$ cat src/rtl/taxi_eth_link_led_pkg.sv
// Shared types and helpers for the Ethernet link/activity LED controller.
package taxi_eth_link_led_pkg;

  typedef enum logic [1:0] {
    DOWN     = 2'd0,
    DEBOUNCE = 2'd1,
    UP       = 2'd2
  } link_state_t;

  // Bits needed to hold 0..max_val; never less than one bit.
  function automatic int unsigned cnt_width(input int unsigned max_val);
    return (max_val < 1) ? 1 : $clog2(max_val + 1);
  endfunction

endpackage

$ cat src/rtl/taxi_eth_link_led_ch.sv
// One channel: link FSM with debounce, activity/error LED holds and a flap counter.
module taxi_eth_link_led_ch
  import taxi_eth_link_led_pkg::*;
#(
  parameter int unsigned DEBOUNCE_TICKS = 16,
  parameter int unsigned ACT_TICKS      = 4,
  parameter int unsigned ERR_TICKS      = 64,
  parameter int unsigned FLAP_W         = 8
) (
  input  logic              i_clk,
  input  logic              i_rst,
  input  logic              i_status,
  input  logic              i_act_evt,
  input  logic              i_tick,
  input  logic              i_blink,
  input  logic              i_flap_clr,
  output logic              o_link_up,
  output logic [FLAP_W-1:0] o_flap_cnt,
  output logic              o_led_g,
  output logic              o_led_r
);

  localparam int unsigned DebW = cnt_width(DEBOUNCE_TICKS);
  localparam int unsigned ActW = cnt_width(ACT_TICKS);
  localparam int unsigned ErrW = cnt_width(ERR_TICKS);
  localparam logic [DebW-1:0] DebMax = DebW'(DEBOUNCE_TICKS);
  localparam logic [ActW-1:0] ActMax = ActW'(ACT_TICKS);
  localparam logic [ErrW-1:0] ErrMax = ErrW'(ERR_TICKS);

  link_state_t       r_state, w_state_d;
  logic [DebW-1:0]   r_deb, w_deb_d;
  logic [ActW-1:0]   r_act, w_act_d;
  logic [ErrW-1:0]   r_err, w_err_d;
  logic [FLAP_W-1:0] r_flap, w_flap_d;
  logic              w_drop;
  logic              w_led_g;
  logic              r_link_up, r_led_g, r_led_r;

  always_comb begin
    w_state_d = r_state;
    w_deb_d   = r_deb;
    w_drop    = 1'b0;
    unique case (r_state)
      DOWN: begin
        if (i_status) begin
          w_state_d = DEBOUNCE;
          w_deb_d   = '0;
        end
      end
      DEBOUNCE: begin
        if (!i_status) begin
          w_state_d = DOWN;
        end else if (i_tick) begin
          w_deb_d = r_deb + 1'b1;
          if (w_deb_d == DebMax) w_state_d = UP;
        end
      end
      UP: begin
        if (!i_status) begin
          w_state_d = DOWN;
          w_drop    = 1'b1;
        end
      end
      default: w_state_d = DOWN;
    endcase
  end

  // Loads take priority over a coincident tick decrement.
  always_comb begin
    w_err_d = r_err;
    if (w_drop) begin
      w_err_d = ErrMax;
    end else if (i_tick && (r_err != '0)) begin
      w_err_d = r_err - 1'b1;
    end

    w_act_d = r_act;
    if ((r_state != UP) || w_drop) begin
      w_act_d = '0;
    end else if (i_act_evt) begin
      w_act_d = ActMax;
    end else if (i_tick && (r_act != '0)) begin
      w_act_d = r_act - 1'b1;
    end

    w_flap_d = r_flap;
    if (i_flap_clr) begin
      w_flap_d = '0;
    end else if (w_drop && (r_flap != '1)) begin
      w_flap_d = r_flap + 1'b1;
    end

    w_led_g = 1'b0;
    if (r_state == UP) begin
      w_led_g = (w_act_d == '0);
    end else if (r_state == DEBOUNCE) begin
      w_led_g = i_blink;
    end
  end

  always_ff @(posedge i_clk) begin
    if (i_rst) begin
      r_state   <= DOWN;
      r_deb     <= '0;
      r_act     <= '0;
      r_err     <= '0;
      r_flap    <= '0;
      r_link_up <= 1'b0;
      r_led_g   <= 1'b0;
      r_led_r   <= 1'b0;
    end else begin
      r_state   <= w_state_d;
      r_deb     <= w_deb_d;
      r_act     <= w_act_d;
      r_err     <= w_err_d;
      r_flap    <= w_flap_d;
      r_link_up <= (r_state == UP);
      r_led_g   <= w_led_g;
      r_led_r   <= (r_err != '0);
    end
  end

  assign o_link_up  = r_link_up;
  assign o_flap_cnt = r_flap;
  assign o_led_g    = r_led_g;
  assign o_led_r    = r_led_r;

endmodule

$ cat src/rtl/taxi_sync_signal.sv
// Multi-stage synchroniser for asynchronous level signals; flops clear on reset.
module taxi_sync_signal #(
  parameter int unsigned WIDTH = 1,
  parameter int unsigned N     = 2
) (
  input  logic             clk,
  input  logic             rst,
  input  logic [WIDTH-1:0] in,
  output logic [WIDTH-1:0] out
);

  logic [N-1:0][WIDTH-1:0] r_sync;

  always_ff @(posedge clk) begin
    if (rst) begin
      r_sync <= '0;
    end else begin
      r_sync <= {r_sync[N-2:0], in};
    end
  end

  assign out = r_sync[N-1];

endmodule

$ cat src/rtl/taxi_eth_link_led_ctrl.sv
// Multi-channel Ethernet link/activity LED controller: synchronisers, shared tick
// and blink timebase, and one independent channel instance per port.
module taxi_eth_link_led_ctrl
  import taxi_eth_link_led_pkg::*;
#(
  parameter int unsigned CNT            = 8,
  parameter int unsigned PRESCALE       = 15625,
  parameter int unsigned DEBOUNCE_TICKS = 16,
  parameter int unsigned ACT_TICKS      = 4,
  parameter int unsigned ERR_TICKS      = 64,
  parameter int unsigned BLINK_TICKS    = 32,
  parameter int unsigned FLAP_W         = 8,
  parameter int unsigned SYNC_STAGES    = 2
) (
  input  logic                       i_clk,
  input  logic                       i_rst,
  input  logic [CNT-1:0]             i_rx_status,
  input  logic [CNT-1:0]             i_rx_act_toggle,
  input  logic [CNT-1:0]             i_flap_clr,
  output logic [CNT-1:0]             o_link_up,
  output logic [CNT-1:0][FLAP_W-1:0] o_flap_cnt,
  output logic [CNT-1:0]             o_led_g,
  output logic [CNT-1:0]             o_led_r
);

  localparam int unsigned PreW = cnt_width(PRESCALE - 1);
  localparam int unsigned BlkW = cnt_width(BLINK_TICKS - 1);
  localparam logic [PreW-1:0] PreMax = PreW'(PRESCALE - 1);
  localparam logic [BlkW-1:0] BlkMax = BlkW'(BLINK_TICKS - 1);

  logic [CNT-1:0]  w_status_sync, w_act_sync, w_act_evt;
  logic [CNT-1:0]  r_act_prev;
  logic [PreW-1:0] r_prescale;
  logic            r_tick;
  logic [BlkW-1:0] r_blink_cnt;
  logic            r_blink;

  taxi_sync_signal #(
    .WIDTH (CNT),
    .N     (SYNC_STAGES)
  ) u_sync_status (
    .clk (i_clk),
    .rst (i_rst),
    .in  (i_rx_status),
    .out (w_status_sync)
  );

  taxi_sync_signal #(
    .WIDTH (CNT),
    .N     (SYNC_STAGES)
  ) u_sync_act (
    .clk (i_clk),
    .rst (i_rst),
    .in  (i_rx_act_toggle),
    .out (w_act_sync)
  );

  assign w_act_evt = w_act_sync ^ r_act_prev;

  always_ff @(posedge i_clk) begin
    if (i_rst) begin
      r_act_prev  <= '0;
      r_prescale  <= '0;
      r_tick      <= 1'b0;
      r_blink_cnt <= '0;
      r_blink     <= 1'b0;
    end else begin
      r_act_prev <= w_act_sync;
      r_tick     <= (r_prescale == PreMax);
      r_prescale <= (r_prescale == PreMax) ? '0 : r_prescale + 1'b1;
      if (r_tick) begin
        if (r_blink_cnt == BlkMax) begin
          r_blink_cnt <= '0;
          r_blink     <= ~r_blink;
        end else begin
          r_blink_cnt <= r_blink_cnt + 1'b1;
        end
      end
    end
  end

  for (genvar g = 0; g < CNT; g++) begin : g_ch
    taxi_eth_link_led_ch #(
      .DEBOUNCE_TICKS (DEBOUNCE_TICKS),
      .ACT_TICKS      (ACT_TICKS),
      .ERR_TICKS      (ERR_TICKS),
      .FLAP_W         (FLAP_W)
    ) u_ch (
      .i_clk      (i_clk),
      .i_rst      (i_rst),
      .i_status   (w_status_sync[g]),
      .i_act_evt  (w_act_evt[g]),
      .i_tick     (r_tick),
      .i_blink    (r_blink),
      .i_flap_clr (i_flap_clr[g]),
      .o_link_up  (o_link_up[g]),
      .o_flap_cnt (o_flap_cnt[g]),
      .o_led_g    (o_led_g[g]),
      .o_led_r    (o_led_r[g])
    );
  end

endmodule
$ cat config.mk
export PLATFORM = sky130hd
export DESIGN_NAME = taxi_eth_link_led_ctrl
export DESIGN_NICKNAME = d
export VERILOG_FILES = /design/src/rtl/taxi_eth_link_led_pkg.sv /design/src/rtl/taxi_eth_link_led_ch.sv /design/src/rtl/taxi_sync_signal.sv /design/src/rtl/taxi_eth_link_led_ctrl.sv
export SDC_FILE = /design/constraint.sdc
export NUM_CORES = 1
export LEC_CHECK = 0
export BUFFER_PORTS_ARGS = -buffer_cell sky130_fd_sc_hd__buf_2
export CORE_AREA = 4 4 200 202
export CTS_BUF_LIST = sky130_fd_sc_hd__clkbuf_8
export CTS_CLUSTER_DIAMETER = 120
export DETAILED_ROUTE_END_ITERATION = 10
export DIE_AREA = 0 0 204 206
export HOLD_SLACK_MARGIN = 0.15
export SLEW_MARGIN = 10
export SYNTH_ARGS = -nofsm -noshare
export SYNTH_HDL_FRONTEND = slang
export SYNTH_SLANG_ARGS = --single-unit
$ cat constraint.sdc
create_clock -name i_clk -period 2.5 [get_ports i_clk]
set_input_delay 0.125 -clock i_clk [delete_from_list [all_inputs] [get_ports i_clk]]
set_output_delay 0.125 -clock i_clk [all_outputs]
set_load 0.1 [all_outputs]
==> Word level (Yosys, flattened, before mapping) <==
Cells that the tools add are included.
{ "word_totals": {"register_bits": 285, "latchBits": 0, "mem_bits_rw": 0, "mem_bits_ro": 0, "elab_cells": 474, "memories": 0} }
{ "op_classes": {"addsub": 34, "mul": 0, "div": 0, "n_lt_le_gt_ge": 0, "n_eq_ne": 90, "shift": 0, "n_mux": 153, "bitwise": 2, "reduce_logical": 114} }
{ "ops": {"columns": ["operator", "count"], "rows": [
  ["$mux 5", 25],
  ["$mux 7", 16],
  ["$mux 2", 40],
  ["$ne 2x2->1 const B", 40],
  ["$pmux 5 s2", 8],
  ["$mux 3", 24],
  ["$add 8x1->8 const B", 8],
  ["$ne 8x8->1 const B", 8],
  ["$reduce_and 4->1", 16],
  ["$reduce_bool 7->1", 8],
  ["$sub 7x1->7 const B", 8],
  ["$pmux 2 s3", 8],
  ["$add 5x1->5 const B", 9],
  ["$eq 5x5->1 const B", 9],
  ["$reduce_or 2->1", 17],
  ["$mux 1", 32],
  ["$reduce_bool 2->1", 16],
  ["$logic_and 1x1->1", 24],
  ["$logic_not 3->1", 8],
  ["$ne 3x2->1 const B", 8],
  ["$ne 3x3->1 const B", 8],
  ["$reduce_bool 3->1", 8],
  ["$sub 3x1->3 const B", 8],
  ["$eq 2x1->1 const B", 8],
  ["other kinds (8)", 29]
]} }

==> Logic depth before layout (Yosys ltp) <==
Gate-level depths: netlist (run 1).
{ "depth": {"depth_word": 7, "depth_mapped": 8, "depth_no_buf": 7} }

==> By module <==
A second synthesis (run 1) with hierarchy kept.
{ "hier_totals": {"hier_cells": 1494, "hier_area_um2": 13741.9} }
{ "by_module_without_submodules": {"columns": ["module", "n_inst", "cells_each", "area_each_um2", "seq_area_each_um2"], "rows": [
  ["taxi_eth_link_led_ch (g_ch[1].u_ch ...)", 7, 161, 1436.4, 560.5],
  ["taxi_eth_link_led_ch (g_ch[0].u_ch)", 1, 158, 1413.9, 560.5],
  ["taxi_eth_link_led_ctrl", 1, 127, 1224.9, 580.6],
  ["taxi_sync_signal", 2, 41, 524.3, 320.3]
]} }

==> Least setup slack after synthesis (run 1) <==
OpenSTA, ideal clock, no wires.
{ "synth_timing": {"kind": "flip-flop to flip-flop", "startpoint": "reg g_ch[1].u_ch.r_flap[0]", "endpoint": "reg g_ch[1].u_ch.r_flap[4]", "setup_ps": 67, "t_arrival_ps": 2213, "setup_slack_ps": 220, "path_stages_with_launch": 6, "n_path_buf": 0, "path_cell_list": "dfxtp_1 ha_1 nor4bb_1 o2111ai_1 xor2_1 nor2_1"} }
{ "synth_between": {"elab_chain_len": 2} }
{ "synth_rtl": {"columns": ["item", "line_no", "text"], "rows": [
  ["start, declared", "taxi_eth_link_led_ch.sv:34", "logic [FLAP_W-1:0] r_flap, w_flap_d;"],
  ["start signal, assigned", "taxi_eth_link_led_ch.sv:116", "r_flap <= w_flap_d;"],
  ["branches (longest 2 deep; another with $add 8x1->8)", null, null]
]} }
Several ways; the timed one is not identified.
A chain may end at the register's enable or synchronous reset.

==> Worst setup path after layout (run 1) <==
{ "layout_timing": {"startpoint": "reg r_tick", "endpoint": "reg g_ch[5].u_ch.r_err[5]"} }
{ "layout_between": {"elab_chain_len": 1} }
{ "layout_rtl": {"columns": ["item", "line_no", "text"], "rows": [
  ["start, declared", "taxi_eth_link_led_ctrl.sv:34", "logic r_tick;"],
  ["start signal, assigned", "taxi_eth_link_led_ctrl.sv:69", "r_tick <= (r_prescale == PreMax);"],
  ["$logic_and 1x1->1", "taxi_eth_link_led_ch.sv:73", "end else if (i_tick && (r_err != '0)) begin"],
  ["end signal, assigned", "taxi_eth_link_led_ch.sv:115", "r_err <= w_err_d;"],
  ["end, declared", "taxi_eth_link_led_ch.sv:33", "logic [ErrW-1:0] r_err, w_err_d;"]
]} }
No other way between the ends.

==> qor.csv, run 1 <==
metric;value;unit
row count;72;
Multi-input gate area;6869;um2
Die Height;206;um
Post-synth EDFFs;0;
H-tree Lvls;2;
clk sink count;285;
via count;11110;
Crit. End Element;flop;
Mapped Area;13260;um2
Tcrit/Tclk final;82.37;%
CTS tree;done;
FF-to-FF path depth;5;
fill count;3829;
unrepaired setup endpoints after global routing;no;
status;complete, no violations;
most numerous cell in the Yosys netlist;dfxtp_1;
Starting Density;34.63;%
startpoint types;flop;
Final ANT Viol Nets;0;
Worst Skew;18.36;ps
Via density;4.978;
Synthesis Warnings;0;
hold endpoint;u_sync_act.r_sync[5]$_SDFF_PP0_;
Top Ports;114;
worst-path fanout max;26;
Total GRT Usage;13.30;%
drt pass-1 iters;5;
Core Area;38290;um2
Seq/Total Area, Yosys;43.03;%
largest net degree at the start of global routing;61;
Avg Cell Area, Syn;8.622;um2
critical path class;reg -> reg;
Pwr Density;611.0;nW/um2
Root Buffer;clkbuf_8;
Slew Limit Fails;0;
syn_nets;1610;
Worst slew margin;53.45;%
worst vdd ir;0.0002986;V
number of synthesized register bits;285;
Hold WC Path Type;in -> reg;
Mapped Cells;1538;
r2r startpoint;r_tick$_SDFF_PP0_;
Max Cap Viol;0;
Worst Setup Slack, final;440.7;ps
initial antenna violation count;0;
Worst Tran Pin Value;696.8;ps
reg-to-reg critical path endpoint;g_ch[5].u_ch.r_err[5]$_SDFFE_PP0P_;
CTS Buf Count;53;
Iter 0 DRT Violations;513;
hold path startpoint;i_rx_act_toggle[5];
Worst EP arrival;2600;ps
min Tclk post-route;2059;ps
final setup TNS;0;ps
area grow syn2layout;18.76;%
Fin. Hold Viols;0;
die width;204;um
first-pass GRT wire length;48.33;mm
Max Root-Sink Buffers;3;
Ant. Diodes;0;
Unique masters post-synth;63;
R2R Setup Slk;440;ps
worst slack, placed;444.0;ps
endpoints failing setup;0;
main area contributors after synthesis;dfxtp_1, nor2_1, ha_1;
die footprint;42020;um2
Worst-Skew Late Latency;620;ps
hold depth;3;
cell taking the most area after synthesis;dfxtp_1;
Synth top cells by count;dfxtp_1, nor2_1, nand2_1;
Post-Route WL;28.60;mm
port bufs;113;
number of global-route vias before repair;10180;
Reg area;5707;um2
fmax;485.6;MHz
post_cts resized;0;
Remaining DRCs;0;
leakage power;5.971;nW
Routed WL per cell;12.81;um
post-layout net count;1743;
Data required, critical path;3040;ps
post-CTS setup buffers;0;
Placer Congestion;0.8124;
share of cells above drive strength 1;14.94;%
clk slew on worst S/H paths;60;ps
GRT overflow;0;
top-area cell type share of the netlist area;43.03;%
Final HPWL DP;19.18;mm
Most used DFF post-synth;dfxtp_1;
asr flop ratio synth;0;%
[critical path: stages (launching register included)]
cell,delay (ps)
dfxtp_2,670
buf_4,300
nor4b_1,270
o41ai_1,180
or4_1,420
a21oi_1,140
[through the flow]
stage                     util, %  total power [mW]  area (um2)  instances  hold slack [ps]
after floorplan                 -             4.845       13260       1538            253.2
after global placement      37.05             4.914       14180       2093            343.9
after detailed placement    37.05             4.916       14180       2093            342.5
after CTS                   41.13             9.841       15750       2232            208.9
after global routing        41.13             10.08       15750       2232            221.4
final                       41.13             9.622       15750       2232            260.1
[where the power goes]
part           internal, mW  switching, mW
Combinational         0.119          0.135
Clock                  2.72           2.04
Sequential             4.58         0.0290
[cell families after synthesis]
logic type | synth area share, %
buf+inv | 5.171
simple gates | 27.44
compound gates | 13.65
flops | 43.03
fa+ha+maj | 4.340
mux | 1.680
xor+xnor | 4.690
[worst max path at each step]
stage	start	endpoint	slack, ps
2_1_floorplan	g_ch[1].u_ch.o_flap_cnt[0]$_SDFFE_PP0P_	g_ch[1].u_ch.o_flap_cnt[4]$_SDFFE_PP0P_	220
3_3_place_gp	r_tick$_SDFF_PP0_	g_ch[3].u_ch.r_err[5]$_SDFFE_PP0P_	480
3_5_place_dp	r_tick$_SDFF_PP0_	g_ch[2].u_ch.r_deb[2]$_SDFFE_PP0P_	440
4_1_cts	r_tick$_SDFF_PP0_	g_ch[3].u_ch.r_err[5]$_SDFFE_PP0P_	440
5_1_grt	r_tick$_SDFF_PP0_	g_ch[3].u_ch.r_err[5]$_SDFFE_PP0P_	170
6_report	r_tick$_SDFF_PP0_	g_ch[5].u_ch.r_err[5]$_SDFFE_PP0P_	440
[cell usage in the layout, fill, tap and decap left out, types with 49 or more instances in the layout]
cell / count
nand2_1: 91
nand3_1: 49
nor2_1: 178
dfxtp_1: 284
buf_2: 112
inv_1: 77
a21oi_1: 83
clkbuf_8: 70
o21ai_0: 50
nor2b_1: 68
[routing by layer]
| metal | global-route usage (%) | up-vias | part of all wire (%) |
|---|---|---|---|
| li1 | - | 5709 | - |
| met1 | 17.88 | 5192 | 49 |
| met2 | 21.10 | 166 | 44 |
| met3 | 3.672 | 44 | 5.0 |
| met4 | 3.757 | 0 | 1.8 |
| met5 | 0 | - | 0 |
[final cells by class]
cell class / count / share of cell area [%]
clock inverter: 28 / 1.200
inverter: 63 / 1.502
tap: 518 / 4.116
multi-input combinational: 1097 / 43.62
timing repair buffer: 171 / 7.206
clock buffer: 70 / 6.118
sequential: 285 / 36.24
[sequential cells by signal, indices dropped and copies added, names as in the netlist]
| name | cells |
|---|---|
| r_blink | 1 |
| r_blink_cnt | 5 |
| g_ch.u_ch.o_link_up | 8 |
| g_ch.u_ch.r_state | 16 |
| r_prescale | 14 |
| g_ch.u_ch.r_deb | 40 |
| u_sync_act.out | 8 |
| g_ch.u_ch.o_led_g | 8 |
| u_sync_status.r_sync | 8 |
| r_act_prev | 8 |
| g_ch.u_ch.r_err | 56 |
| u_sync_status.out | 8 |
| g_ch.u_ch.o_flap_cnt | 64 |
| g_ch.u_ch.o_led_r | 8 |
| r_tick | 1 |
| u_sync_act.r_sync | 8 |
| g_ch.u_ch.r_act | 24 |
[what timing repair did]
item | CTS | global route
hold buffers | 41 | 0
hold endpoints to repair | 165 | 0
endpoints found under the setup margin | 0 | 0
Note: power is estimated with default switching activity, not from simulation.
==> inputs of run 2 (changes only) <==
Clock period 2.5 ns to 1.8 ns, I/O delays scaled along.
==> qor.csv, run 2 (synthesis results as in run 1) <==
metric;value;unit
placed cell areas;14610;um2
Pwr Density;801.1;nW/um2
R2R Setup Slk;40;ps
post-route cell area;16180;um2
Post-Route WL;29.55;mm
Worst slew margin;67.13;%
Worst Setup Slack, final;36.74;ps
worst-path fanout max;5;
post-layout net count;1777;
Fin. Hold Viols;0;
Core Area;38290;um2
worst slack, placed;-20.44;ps
worst vdd ir;0.0003896;V
max reg flops;64;
Multi-input gate area;6990;um2
Starting Density;34.63;%
Fin Hold WS;249.3;ps
Routed WL per cell;13.08;um
share of cells above drive strength 1;21.35;%
CTS tree;done;
min Tclk post-route;1763;ps
Post-Layout Cell Count;2260;
Max Cap Viol;0;
final core utilization;42.26;%
Worst EP arrival;2210;ps
Crit. End Element;flop;
Seq pwr share;49.2;%
port bufs;113;
fill count;3800;
commonest non-fill, non-tap cell in the layout;dfxtp_1;
fmax;567.1;MHz
Ant. Diodes;0;
switching share of power;22.19;%
final setup TNS;0;ps
Via density;4.990;
critical path class;reg -> reg;
initial antenna violation count;0;
via count;11280;
Max Root-Sink Buffers;3;
Final ANT Viol Nets;0;
die footprint;42020;um2
Inst Count DP;2132;
Iter 0 DRT Violations;485;
Clock power frac;47.9;%
Tcrit/Tclk final;97.96;%
Worst-Skew Late Latency;590;ps
startpoint types;flop;
Pint;10.08;mW
most frequent cells in the layout;dfxtp_1, nor2_1, buf_2;
GRT overflow;0;
row count;72;
Top Ports;114;
switching pwr;2.876;mW
Final HPWL DP;20.13;mm
Slew Limit Fails;0;
Placer Congestion;0.8307;
leakage power;6.206;nW
first-pass GRT wire length;49.45;mm
clk slew on worst S/H paths;50;ps
Worst Tran Pin Value;489.3;ps
Total GRT Usage;13.69;%
Power Total;12.96;mW
die width;204;um
number of global-route vias before repair;10540;
Reg area;5819;um2
drt pass-1 iters;7;
Remaining DRCs;0;
status;complete, no violations;
Hold WC Path Type;in -> reg;
clk sink count;285;
Logic pwr share;2.9;%
H-tree Lvls;2;
Worst Skew;15.49;ps
Die Height;206;um
area grow syn2layout;22.01;%
Root Buffer;clkbuf_8;
largest net degree at the start of global routing;35;
CTS Buf Count;51;
Data required, critical path;2250;ps
endpoints failing setup;0;
==> run 2: cell count changes in the layout (fill, tap and decap cells not counted), moves of 5 or more <==
cell / before / now
dfxtp_4: 0 / 12
clkinv_2: 8 / 2
dfxtp_1: 284 / 218
dfxtp_2: 1 / 55
buf_4: 15 / 54
dlygate4sd3_1: 41 / 36
==> run 2: power groups by stage <==
stage / sequential, mW / combinational [mW] / clock [mW]
final: 6.38 / 0.380 / 6.20
after CTS: 6.37 / 0.378 / 6.53
after detailed placement: 6.51 / 0.317 / 0
after global placement: 6.51 / 0.317 / 0
after global routing: 6.38 / 0.421 / 6.82
after floorplan: 6.50 / 0.210 / 0
==> run 2: timing repair <==
item,CTS,global route
setup endpoints to repair,3,28
hold buffers,36,0
gates resized for setup,3,32
hold endpoints to repair,188,0
pin swaps,0,4
setup buffers,0,2
==> run 2: critical path, cell delays in order, from the launching register on <==
cell,delay (ps)
dfxtp_2,330
inv_1,90
ha_1,170
or3b_4,420
or4_4,430
a21oi_2,150
nor2_1,40
==> run 2: per-layer routing <==
| layer | GRT usage [%] | wire length, um | vias up |
|---|---|---|---|
| li1 | - | - | 5759 |
| met1 | 17.90 | 13890 | 5267 |
| met2 | 22.41 | 13570 | 202 |
| met3 | 3.782 | 1588 | 49 |
| met4 | 3.733 | 509 | 0 |
| met5 | 0 | 0 | - |
==> run 2: path summary, 6_finish.rpt <==
kind                                      start                            endpoint  cells after the start
max reg2reg  g_ch[5].u_ch.r_err[0]$_SDFFE_PP0P_  g_ch[5].u_ch.r_err[6]$_SDFFE_PP0P_                      6
min reg2reg  u_sync_status.r_sync[0]$_SDFF_PP0_     u_sync_status.out[0]$_SDFF_PP0_                      1
min                              i_rx_status[1]  u_sync_status.r_sync[1]$_SDFF_PP0_                      3
max          g_ch[5].u_ch.r_err[0]$_SDFFE_PP0P_  g_ch[5].u_ch.r_err[6]$_SDFFE_PP0P_                      6
==> run 2: cell type report <==
cell class / count / area share, %
multi-input cells: 1097 / 43.21
well taps: 518 / 4.006
clock buffers: 70 / 5.955
inverters: 63 / 1.462
flip-flops and latches: 285 / 35.97
clock inverters: 20 / 0.6419
repair buffers: 207 / 8.762
==> inputs of run 3 (changes only) <==
Settings changed: CORE_AREA 4 4 200 202 to 4 4 168 170, DIE_AREA 0 0 204 206 to 0 0 172 174, PLACE_DENSITY set to 0.71.
==> qor.csv, run 3 (synthesis results as in run 1) <==
metric;value;unit
status;complete, no violations;
CTS Buf Count;49;
max reg flops;64;
worst-path fanout max;5;
min Tclk post-route;1724;ps
r2r startpoint;g_ch[6].u_ch.r_err[0]$_SDFFE_PP0P_;
Via density;5.385;
FF-to-FF path depth;6;
via count;11170;
R2R Setup Slk;80;ps
Worst Tran Pin Value;536.7;ps
clk sink count;285;
placed cell areas;14360;um2
Crit-path slowest cell;or4b_4;
switching pwr;2.754;mW
hold depth;3;
endpoints failing setup;0;
post-route cell area;15770;um2
CTS tree;done;
post-layout net count;1769;
Clock power frac;45.7;%
Top Ports;114;
Data required, critical path;2230;ps
Pwr Density;787.1;nW/um2
die footprint;29930;um2
Crit. End Element;flop;
worst vdd ir;0.0004790;V
Worst slew margin;64.47;%
worst slack, placed;-18.48;ps
hold path startpoint;i_rx_status[0];
Worst-Skew Late Latency;570;ps
share of cells above drive strength 1;20.54;%
Root Buffer;clkbuf_8;
startpoint types;flop;
Worst Setup Slack, final;76.48;ps
most frequent cells in the layout;dfxtp_1, nor2_1, buf_2;
Slew Limit Fails;0;
GRT overflow;0;
Max Cap Viol;0;
Hold WC Path Type;in -> reg;
Remaining DRCs;0;
Total GRT Usage;17.61;%
fmax;580.2;MHz
port bufs;113;
Logic pwr share;2.9;%
Tcrit/Tclk final;95.75;%
Placer Congestion;0.8321;
Iter 0 DRT Violations;415;
Fin. Hold Viols;0;
die width;172;um
hold endpoint;u_sync_status.r_sync[0]$_SDFF_PP0_;
largest net degree at the start of global routing;47;
switching share of power;22.18;%
initial antenna violation count;0;
drt pass-1 iters;5;
Max Root-Sink Buffers;3;
reg-to-reg critical path endpoint;g_ch[6].u_ch.r_err[1]$_SDFFE_PP0P_;
area grow syn2layout;18.96;%
Seq pwr share;51.3;%
Starting Density;49.62;%
Worst EP arrival;2150;ps
Final ANT Viol Nets;0;
H-tree Lvls;2;
Pint;9.661;mW
fill count;2356;
first-pass GRT wire length;46.29;mm
commonest non-fill, non-tap cell in the layout;dfxtp_1;
Die Height;174;um
number of global-route vias before repair;10350;
row count;60;
unrepaired setup endpoints after global routing;yes;
critical path class;reg -> reg;
leakage power;6.105;nW
clk slew on worst S/H paths;60;ps
Post-Route WL;27.33;mm
Routed WL per cell;13.18;um
Worst Skew;24.04;ps
Largest stage delay, worst path;490;ps
Ant. Diodes;0;
Final HPWL DP;18.73;mm
Core Area;26730;um2
CP Cell Sequence;inv_1 > ha_2 > or4b_4 > or2_4 > a21oi_2 > a311oi_2;
## run 3: critical path: cells and delay by family (launching register included)
| kind | cells | cell delay [ps] |
|---|---|---|
| AND/OR/NAND/NOR | 2 | 780 |
| flip-flops | 1 | 310 |
| AO/OA/AOI/OAI | 2 | 220 |
| adder cells (fa/ha/maj) | 1 | 200 |
| buffers and inverters | 1 | 80 |
## run 3: layout make-up
type / count / area, um2 / area share, %
clock buffers: 60 / 825.8 / 5.235
clock inverters: 27 / 147.6 / 0.9360
inverters: 63 / 236.5 / 1.499
multi-input cells: 1097 / 6954 / 44.09
flip-flops and latches: 285 / 5819 / 36.89
well taps: 341 / 426.7 / 2.705
repair buffers: 201 / 1364 / 8.646
## run 3: metrics by stage
stage / instances / utilization (%) / power [mW] / setup TNS [ps] / hold slack (ps)
global route: 2074 / 59.02 / 12.98 / -54.67 / 246.6
floorplan: 1538 / - / 6.710 / -5.168 / 218.2
global placement: 1952 / 53.72 / 6.817 / 0 / 299.8
CTS: 2073 / 58.71 / 12.62 / -0.7139 / 214.8
detailed placement: 1952 / 53.72 / 6.821 / -28.43 / 305.8
finish: 2074 / 59.02 / 12.42 / 0 / 267.4
## run 3: timing repair
item                       in CTS  in global routing
setup endpoints to repair       7                 32
resized for setup               4                 26
hold buffers                   34                  0
pin swaps                       0                  4
buffers inserted                0                  1
hold endpoints to repair      153                  0
## run 3: worst max-delay path by stage
stage	endpoint	from	slack, ps
6_report	g_ch[6].u_ch.r_err[1]$_SDFFE_PP0P_	g_ch[6].u_ch.r_err[0]$_SDFFE_PP0P_	80
2_1_floorplan	g_ch[1].u_ch.o_flap_cnt[1]$_SDFFE_PP0P_	g_ch[1].u_ch.o_flap_cnt[6]$_SDFFE_PP0P_	-5
5_1_grt	g_ch[2].u_ch.o_flap_cnt[6]$_SDFFE_PP0P_	g_ch[2].u_ch.r_state[1]$_SDFFE_PP0P_	-40
4_1_cts	g_ch[5].u_ch.r_err[3]$_SDFFE_PP0P_	g_ch[5].u_ch.r_err[0]$_SDFFE_PP0P_	-0.7
3_3_place_gp	g_ch[7].u_ch.r_err[0]$_SDFFE_PP0P_	g_ch[7].u_ch.r_err[0]$_SDFFE_PP0P_	30
3_5_place_dp	g_ch[6].u_ch.r_err[1]$_SDFFE_PP0P_	g_ch[6].u_ch.r_err[0]$_SDFFE_PP0P_	-20
## run 3: power groups by stage
| stage | Combinational [mW] | Sequential [mW] | Clock, mW |
|---|---|---|---|
| 5_1_grt | 0.406 | 6.38 | 6.20 |
| 6_report | 0.366 | 6.37 | 5.68 |
| 3_3_place_gp | 0.307 | 6.51 | 0 |
| 4_1_cts | 0.366 | 6.37 | 5.88 |
| 2_1_floorplan | 0.210 | 6.50 | 0 |
| 3_5_place_dp | 0.310 | 6.51 | 0 |
## run 3: layer usage
| layer | share of wire, % | global-route usage, % |
|---|---|---|
| met1 | 47 | 23.50 |
| met5 | 0 | 0 |
| met4 | 2.1 | 5.274 |
| met3 | 4.3 | 3.639 |
| met2 | 46 | 28.73 |
